### src/rtl/button_debouncer.sv
`default_nettype none
// ============================================================================
// Module      : button_debouncer
// Description : Synchronizes and debounces a raw button level; emits clean
//               level, one-cycle rise/fall pulses and an accepted-press count.
// Revision    : 1.0 - initial release
// ============================================================================
module button_debouncer #(
    parameter int STABLE_CYCLES = 4,
    parameter int CNT_WIDTH     = 16
) (
    input  logic       iclk,
    input  logic       irst,
    input  logic       iD,
    output logic       oLevel,
    output logic       oRise,
    output logic       oFall,
    output logic       oBusy,
    output logic [7:0] oCount
);

    typedef enum logic [1:0] {
        c_IDLE_LOW  = 2'd0,
        c_WAIT_HIGH = 2'd1,
        c_IDLE_HIGH = 2'd2,
        c_WAIT_LOW  = 2'd3
    } state_t;

    localparam logic [CNT_WIDTH-1:0] c_CNT_LAST = CNT_WIDTH'(STABLE_CYCLES - 1);
    localparam logic [CNT_WIDTH-1:0] c_CNT_ONE  = CNT_WIDTH'(1);
    localparam logic [CNT_WIDTH-1:0] c_CNT_ZERO = '0;

    logic                 r_s1;
    logic                 r_s2;
    state_t               r_state;
    state_t               w_state_nxt;
    logic [CNT_WIDTH-1:0] r_cnt;
    logic [CNT_WIDTH-1:0] w_cnt_nxt;
    logic                 r_level;
    logic                 w_level_nxt;
    logic                 r_rise;
    logic                 w_rise_nxt;
    logic                 r_fall;
    logic                 w_fall_nxt;
    logic [7:0]           r_count;
    logic [7:0]           w_count_nxt;

    // Two-flop synchronizer; only r_s2 feeds the qualifier.
    always_ff @(posedge iclk) begin
        if (irst) begin
            r_s1 <= 1'b0;
            r_s2 <= 1'b0;
        end else begin
            r_s1 <= iD;
            r_s2 <= r_s1;
        end
    end

    always_ff @(posedge iclk) begin
        if (irst) begin
            r_state <= c_IDLE_LOW;
            r_cnt   <= c_CNT_ZERO;
            r_level <= 1'b0;
            r_rise  <= 1'b0;
            r_fall  <= 1'b0;
            r_count <= 8'd0;
        end else begin
            r_state <= w_state_nxt;
            r_cnt   <= w_cnt_nxt;
            r_level <= w_level_nxt;
            r_rise  <= w_rise_nxt;
            r_fall  <= w_fall_nxt;
            r_count <= w_count_nxt;
        end
    end

    // Pulses default low so each one lasts exactly the acceptance cycle.
    always_comb begin
        w_state_nxt = r_state;
        w_cnt_nxt   = r_cnt;
        w_level_nxt = r_level;
        w_rise_nxt  = 1'b0;
        w_fall_nxt  = 1'b0;
        w_count_nxt = r_count;
        case (r_state)
            c_IDLE_LOW: begin
                if (r_s2) begin
                    w_state_nxt = c_WAIT_HIGH;
                    w_cnt_nxt   = c_CNT_ZERO;
                end
            end
            c_WAIT_HIGH: begin
                if (!r_s2) begin
                    w_state_nxt = c_IDLE_LOW;
                    w_cnt_nxt   = c_CNT_ZERO;
                end else if (r_cnt == c_CNT_LAST) begin
                    w_state_nxt = c_IDLE_HIGH;
                    w_level_nxt = 1'b1;
                    w_rise_nxt  = 1'b1;
                    w_count_nxt = r_count + 8'd1;
                end else begin
                    w_cnt_nxt   = r_cnt + c_CNT_ONE;
                end
            end
            c_IDLE_HIGH: begin
                if (!r_s2) begin
                    w_state_nxt = c_WAIT_LOW;
                    w_cnt_nxt   = c_CNT_ZERO;
                end
            end
            c_WAIT_LOW: begin
                if (r_s2) begin
                    w_state_nxt = c_IDLE_HIGH;
                    w_cnt_nxt   = c_CNT_ZERO;
                end else if (r_cnt == c_CNT_LAST) begin
                    w_state_nxt = c_IDLE_LOW;
                    w_level_nxt = 1'b0;
                    w_fall_nxt  = 1'b1;
                end else begin
                    w_cnt_nxt   = r_cnt + c_CNT_ONE;
                end
            end
            default: begin
                w_state_nxt = c_IDLE_LOW;
                w_cnt_nxt   = c_CNT_ZERO;
            end
        endcase
    end

    assign oLevel = r_level;
    assign oRise  = r_rise;
    assign oFall  = r_fall;
    assign oBusy  = (r_state == c_WAIT_HIGH) || (r_state == c_WAIT_LOW);
    assign oCount = r_count;

endmodule
`default_nettype wire

### config.mk
export PLATFORM = sky130hd
export DESIGN_NAME = button_debouncer
export DESIGN_NICKNAME = d
export VERILOG_FILES = /design/src/rtl/button_debouncer.sv
export SDC_FILE = /design/constraint.sdc
export NUM_CORES = 1
export LEC_CHECK = 0
export ABC_AREA = 1
export CORE_MARGIN = 5
export CORE_UTILIZATION = 58
export CTS_BUF_LIST = sky130_fd_sc_hd__clkbuf_2 sky130_fd_sc_hd__clkbuf_4 sky130_fd_sc_hd__clkbuf_8
export DETAILED_ROUTE_END_ITERATION = 16
export GPL_ROUTABILITY_DRIVEN = 0
export GPL_TIMING_DRIVEN = 0
export HOLD_SLACK_MARGIN = 0.05
export MAX_ROUTING_LAYER = met4
export PLACE_DENSITY = 0.8
export SETUP_SLACK_MARGIN = 0.4
export SYNTH_ARGS = -nofsm -noshare
export SYNTH_HDL_FRONTEND = slang
export SYNTH_SLANG_ARGS = --single-unit
### constraint.sdc
create_clock -name iclk -period 4.6 [get_ports iclk]
set_clock_uncertainty 0.2 [all_clocks]
set_input_delay 0.69 -clock iclk [delete_from_list [all_inputs] [get_ports iclk]]
set_output_delay 0.69 -clock iclk [all_outputs]
set_load 0.01 [all_outputs]
==> metrics.cfg, run 1 <==
[run_status]
status = completed

[cells_and_area]
drive_above_1_share_pct = 12.5
fin_util_pct = 67.1
final_nets = 302
areaGrowthSynthToFinish_pct = 13.5
diodes = 0

[timing]
hold_viol_final = 0
timing.final.crit_period_ns = 2.31
period_share_pct = 50.3
relSlewSlack_pct = 62.4
setup_tns_ns = 0
max_freq_mhz = 432
worst_pin_slew_ns = 0.564
rsz0062_at_grt = false
slew_violations = 0
setup_viol = 0

[die]
coreArea_um2 = 2980
top_level_ports = 15
die_y_um = 65.1
placementRows = 20
dieArea_um2 = 4240
start_util_pct = 59.2
die-width_um = 65.1

[cts]
cts_tree = yes
cts_max_level = 2
path_clk_slew_ns = 0.09
cts_root_buf = clkbuf_4
cts.repair.resized = 0
clk_path_buf_depth = 2
post-cts-setup-buffers = 0
cts_buffers = 5
clock_latency_ns = 0.32
clock_sinks = 31
postCtsHoldBufs = 0

[global_routing]
grt_max_degree = 11
grt_util_all_layers_pct = 20.6
grt_pass1_wl_um = 6670
overflow = 0
grt_pass1_vias = 1454
grt_antenna_before_repair = 0

[routing]
ant_nets = 0
vias_per_cell = 5.22
routed_wirelength_um = 3920
drt_iter0_drc = 141
vias = 1721
firstDrtPassIters = 6
route.detailed.drc = 0
wire_per_inst_um = 11.9

[worst_setup_path]
cp_max_fo = 5
start_kind = flip-flop
cp_data_arrival_time_ns = 1.42
end_kind = output port
crit_required_ns = 3.71
critical_path_class = reg2out

[yosys]
synth_nets = 281
yosys_warnings = 0
syn_avg_cell_area_um2 = 6.38
ys_seq_area_share_pct = 35.2
ys_ff_latch = 31
syn-instance-count = 276
synth_area_um2 = 1760
synth_cell_types = 29

[placed_design]
dp_hpwl_um = 2920
io_buffers = 14

[power_and_ir_drop]
p_leak_nw = 0.793
powerDensity_nw_per_um2 = 230
ir_drop_mv = 0.169

[min_path]
hold_path.class = reg2reg

[flow_run]
drv_cap = 0

[cell usage in the layout, fill, tap and decap left out, drive strengths merged, types with 6 or more instances in the layout]
| cell type | count |
|---|---|
| inv | 35 |
| o21ai | 10 |
| nand2 | 79 |
| nand4 | 6 |
| dfxtp | 31 |
| nor2 | 43 |
| clkbuf | 9 |
| clkdlybuf4s50 | 14 |
| nand3 | 29 |
| a21oi | 26 |
[final cells by class]
| cell class | count | area [um^2] |
|---|---|---|
| Tap cell | 33 | 41.3 |
| Fill cell | 283 | 978 |
| Clock buffer | 6 | 51.3 |
| Buffer | 4 | 22.5 |
| Clock inverter | 1 | 5.00 |
| Sequential cell | 31 | 621 |
| Multi-Input combinational cell | 206 | 985 |
| Timing Repair Buffer | 14 | 140 |
| Inverter | 35 | 134 |
[per-layer routing]
metal  global-route usage, %  part of all wire, %  up-vias
li1                        -                    -      928
met1                    29.4                   51      741
met2                    28.9                   42       50
met3                    4.79                  6.8        2
met4                    6.74                 0.54        0
met5                       -                    0        -
[logic make-up (layout without fill, tap and decap cells)]
logic type / count (synthesis) / in the layout / synth area share, %
fa+ha+maj: 2 / 2 / 1.42
flops: 31 / 31 / 35.2
buf+inv: 39 / 60 / 8.88
simple gates: 164 / 164 / 41.8
compound gates: 39 / 39 / 12.1
xor+xnor: 1 / 1 / 0.497
[state kept, by name, summed over array words and instances, names as in the netlist, named ones only]
register,flops
oFall,1
r_cnt,16
oRise,1
r_s2,1
r_s1,1
r_state,1
oLevel,1
oCount,8
[path summary, 6_finish.rpt]
kind         startpoint        end  slack, ns  cells after the start
max reg2reg    r_cnt[1]  oCount[5]       2.83                     11
max          r_state[0]      oBusy       2.29                      2
min                r_s1       r_s2       0.21                      2
min reg2reg        r_s1       r_s2       0.21                      2
[through the flow]
step | hold WS (ns) | power, mW | instance area, um^2 | cells | setup slack [ns]
6_report | 0.207 | 0.459 | 2000 | 330 | 2.29
5_1_grt | 0.235 | 0.480 | 2000 | 330 | 2.21
4_1_cts | 0.210 | 0.463 | 2000 | 330 | 2.28
3_5_place_dp | 0.195 | 0.304 | 1940 | 323 | 2.41
3_3_place_gp | 0.192 | 0.304 | 1940 | 323 | 2.43
2_1_floorplan | 0.188 | 0.295 | 1760 | 276 | 3.07
[critical path, cell delays in order (launching register included)]
cell	delay [ns]
dfxtp_1	0.45
clkbuf_1	0.12
clkdlybuf4s50_1	0.53
[cell usage after synthesis]
library cell	count	area share [%]
or2_2	1	0.36
o21bai_1	1	0.43
nor4_1	1	0.36
a31oi_1	1	0.36
xnor2_1	1	0.50
nand4_1	6	2.1
nor3_1	4	1.1
a21oi_1	25	7.1
nor2_4	1	0.64
nand2_4	1	0.64
inv_4	1	0.36
o21ai_1	2	0.57
nand2_2	6	2.1
o221ai_1	1	0.50
nand2_1	72	15
and3_1	1	0.36
nand3_1	27	7.7
nor2_2	7	2.5
o21ai_2	2	0.99
ha_1	2	1.4
nor2_1	35	7.5
buf_6	1	0.64
dfxtp_1	31	35
o21ai_0	6	1.7
a21oi_2	1	0.50
clkbuf_1	3	0.64
nand3_2	2	1.1
inv_2	7	1.5
inv_1	27	5.8
[power breakdown]
group | switching (mW) | internal [mW]
sequential | 0.00187 | 0.270
clock | 0.0905 | 0.0707
combinational | 0.0173 | 0.00894
(Power assumes the default switching activity.)
==> inputs of run 2 (changes only) <==
--- a/config.mk
+++ b/config.mk
@@ -7,14 +7,14 @@
 export LEC_CHECK = 0
 export ABC_AREA = 1
 export CORE_MARGIN = 5
-export CORE_UTILIZATION = 58
+export CORE_UTILIZATION = 54
 export CTS_BUF_LIST = sky130_fd_sc_hd__clkbuf_2 sky130_fd_sc_hd__clkbuf_4 sky130_fd_sc_hd__clkbuf_8
 export DETAILED_ROUTE_END_ITERATION = 16
 export GPL_ROUTABILITY_DRIVEN = 0
 export GPL_TIMING_DRIVEN = 0
 export HOLD_SLACK_MARGIN = 0.05
 export MAX_ROUTING_LAYER = met4
-export PLACE_DENSITY = 0.8
+export PLACE_DENSITY = 0.78
 export SETUP_SLACK_MARGIN = 0.4
 export SYNTH_ARGS = -nofsm -noshare
 export SYNTH_HDL_FRONTEND = slang
==> constraint.sdc (replaced) <==
create_clock -name iclk -period 1.95 [get_ports iclk]
set_clock_uncertainty 0.2 [all_clocks]
set_input_delay 0.2925 -clock iclk [delete_from_list [all_inputs] [get_ports iclk]]
set_output_delay 0.2925 -clock iclk [all_outputs]
set_load 0.01 [all_outputs]
==> run 2 against run 1 <==
Against the previous run:
- utilization rose by 7.5 points
- critical path depth rose by 6
- via count rose by 12%
- sequential share of layout area fell by 2.4 points
- register-to-register slack got worse by 2.5 ns
- total power rose by 140%
- cell count rose by 7.9%
- critical path type is now reg2reg
- critical endpoint is now oCount[5]
- largest cell class unchanged
- largest power group unchanged
- highest routed layer unchanged
==> metrics.cfg, run 2 (synthesized netlist as in run 1, its figures left out) <==
[run_status]
status = completed

[cts]
cts_root_buf = clkbuf_4
clk_path_buf_depth = 2
clock_latency_ns = 0.34
clock_sinks = 31
path_clk_slew_ns = 0.11
cts_buffers = 5
cts_max_level = 2
cts_tree = yes
postCtsHoldBufs = 0

[timing]
worst_hold_slack_ns = 0.205
worst_pin_slew_ns = 0.521
timing.final.crit_period_ns = 1.66
setup_tns_ns = 0
period_share_pct = 85.4
hold_viol_final = 0
relSlewSlack_pct = 65.2
slew_violations = 0
setup_viol = 0
max_freq_mhz = 601
rsz0062_at_grt = true

[global_routing]
top_usage_layer = met2
grt_util_all_layers_pct = 22.0
grt_pass1_wl_um = 7400
grt_pass1_vias = 1692
met3_usage_pct = 5.90
met1_usage_pct = 28.9
grt_max_degree = 11
grt_antenna_before_repair = 0
overflow = 0
grt_util_met2_pct = 32.1

[cells_and_area]
areaGrowthSynthToFinish_pct = 31.5
final_nets = 316
diodes = 0
largest_reg_flops = 16
fin_util_pct = 74.6
fin_area_um2 = 2320
final_cell_mix = nand2_1 (61), nor2_1 (28), inv_1 (25)
top_register = r_cnt
final_common_cell = nand2_1
nFillCells = 254
drive_above_1_share_pct = 32.7

[power_and_ir_drop]
p_leak_nw = 0.988
ir_drop_mv = 0.405
powerDensity_nw_per_um2 = 477
power_mw = 1.10

[die]
dieArea_um2 = 4500
coreArea_um2 = 3100
die-width_um = 67.1
die_y_um = 67.1
top_level_ports = 15
start_util_pct = 56.8
placementRows = 20

[worst_setup_path]
cp_max_fo = 7
cp_data_arrival_time_ns = 1.71
end_kind = flip-flop
crit_required_ns = 2.00
start_kind = flip-flop
critical_path_class = reg2reg

[placed_design]
dp_hpwl_um = 3010
placed_area_um2 = 1960
io_buffers = 14

[routing]
wire_per_inst_um = 13.8
route.detailed.drc = 0
ant_nets = 0
vias = 1926
vias_per_cell = 5.41
routed_wirelength_um = 4900
drt_iter0_drc = 177
firstDrtPassIters = 5

[flow_run]
drv_cap = 0

[min_path]
hold_path.class = reg2reg

[run 2: changes by cell type in the layout (fill, tap and decap cells not counted), moves of 8 or more]
cell / previous run / this run
buf_4: 0 / 12
clkdlybuf4s50_1: 14 / 2
dfxtp_1: 31 / 11
dfxtp_2: 0 / 13
dlygate4sd2_1: 0 / 11
nand2_1: 72 / 61
nor2_4: 1 / 9
[run 2: power by group]
group          total [mW]  switching, mW  internal, mW  leakage (nW)
Combinational      0.0682         0.0449        0.0233         0.690
Sequential          0.634        0.00508         0.628         0.262
Clock               0.402          0.234         0.168        0.0361
[run 2: critical path, stage by stage (launching register included)]
cell and delay, ns:
dfxtp_1 0.38, nor2_1 0.18, nand3_1 0.12, nor2_1 0.17, nand2_2 0.11, nor2_4 0.20
nand3_1 0.09, nand2_1 0.07, nor2_1 0.05
[run 2: what timing repair did]
item                       CTS  global route
pin swaps                    4            19
buffers inserted             4            10
setup endpoints to repair   33            29
resized for setup           36            55
[run 2: per-layer routing]
| layer | wire length (um) | vias up |
|---|---|---|
| met1 | 2170 | 876 |
| li1 | - | 962 |
| met5 | 0 | - |
| met3 | 288 | 16 |
| met4 | 118 | 0 |
| met2 | 2320 | 72 |
[run 2: final timing paths]
path / end / depth (start not counted) / slack, ns / from
max: oCount[5] / 8 / 0.29 / r_cnt[12]
min: r_s2 / 2 / 0.21 / r_s1
max reg2reg: oCount[5] / 8 / 0.29 / r_cnt[12]
min reg2reg: r_s2 / 2 / 0.21 / r_s1
[run 2: per-stage QoR]
step | worst slack, ns | instances
6_report | 0.285 | 356
5_1_grt | 0.203 | 356
4_1_cts | 0.357 | 346
3_5_place_dp | 0.143 | 334
3_3_place_gp | 0.151 | 334
2_1_floorplan | 0.424 | 276
[run 2: layout make-up]
| type | count | area [um^2] | area share [%] |
|---|---|---|---|
| inverters | 35 | 136 | 5.89 |
| clock buffers | 7 | 52.6 | 2.27 |
| plain buffers | 4 | 23.8 | 1.03 |
| repair buffers | 28 | 234 | 10.1 |
| flip-flops and latches | 31 | 663 | 28.6 |
| well taps | 44 | 55.1 | 2.38 |
| clock inverters | 1 | 5.00 | 0.216 |
| multi-input cells | 206 | 1150 | 49.5 |
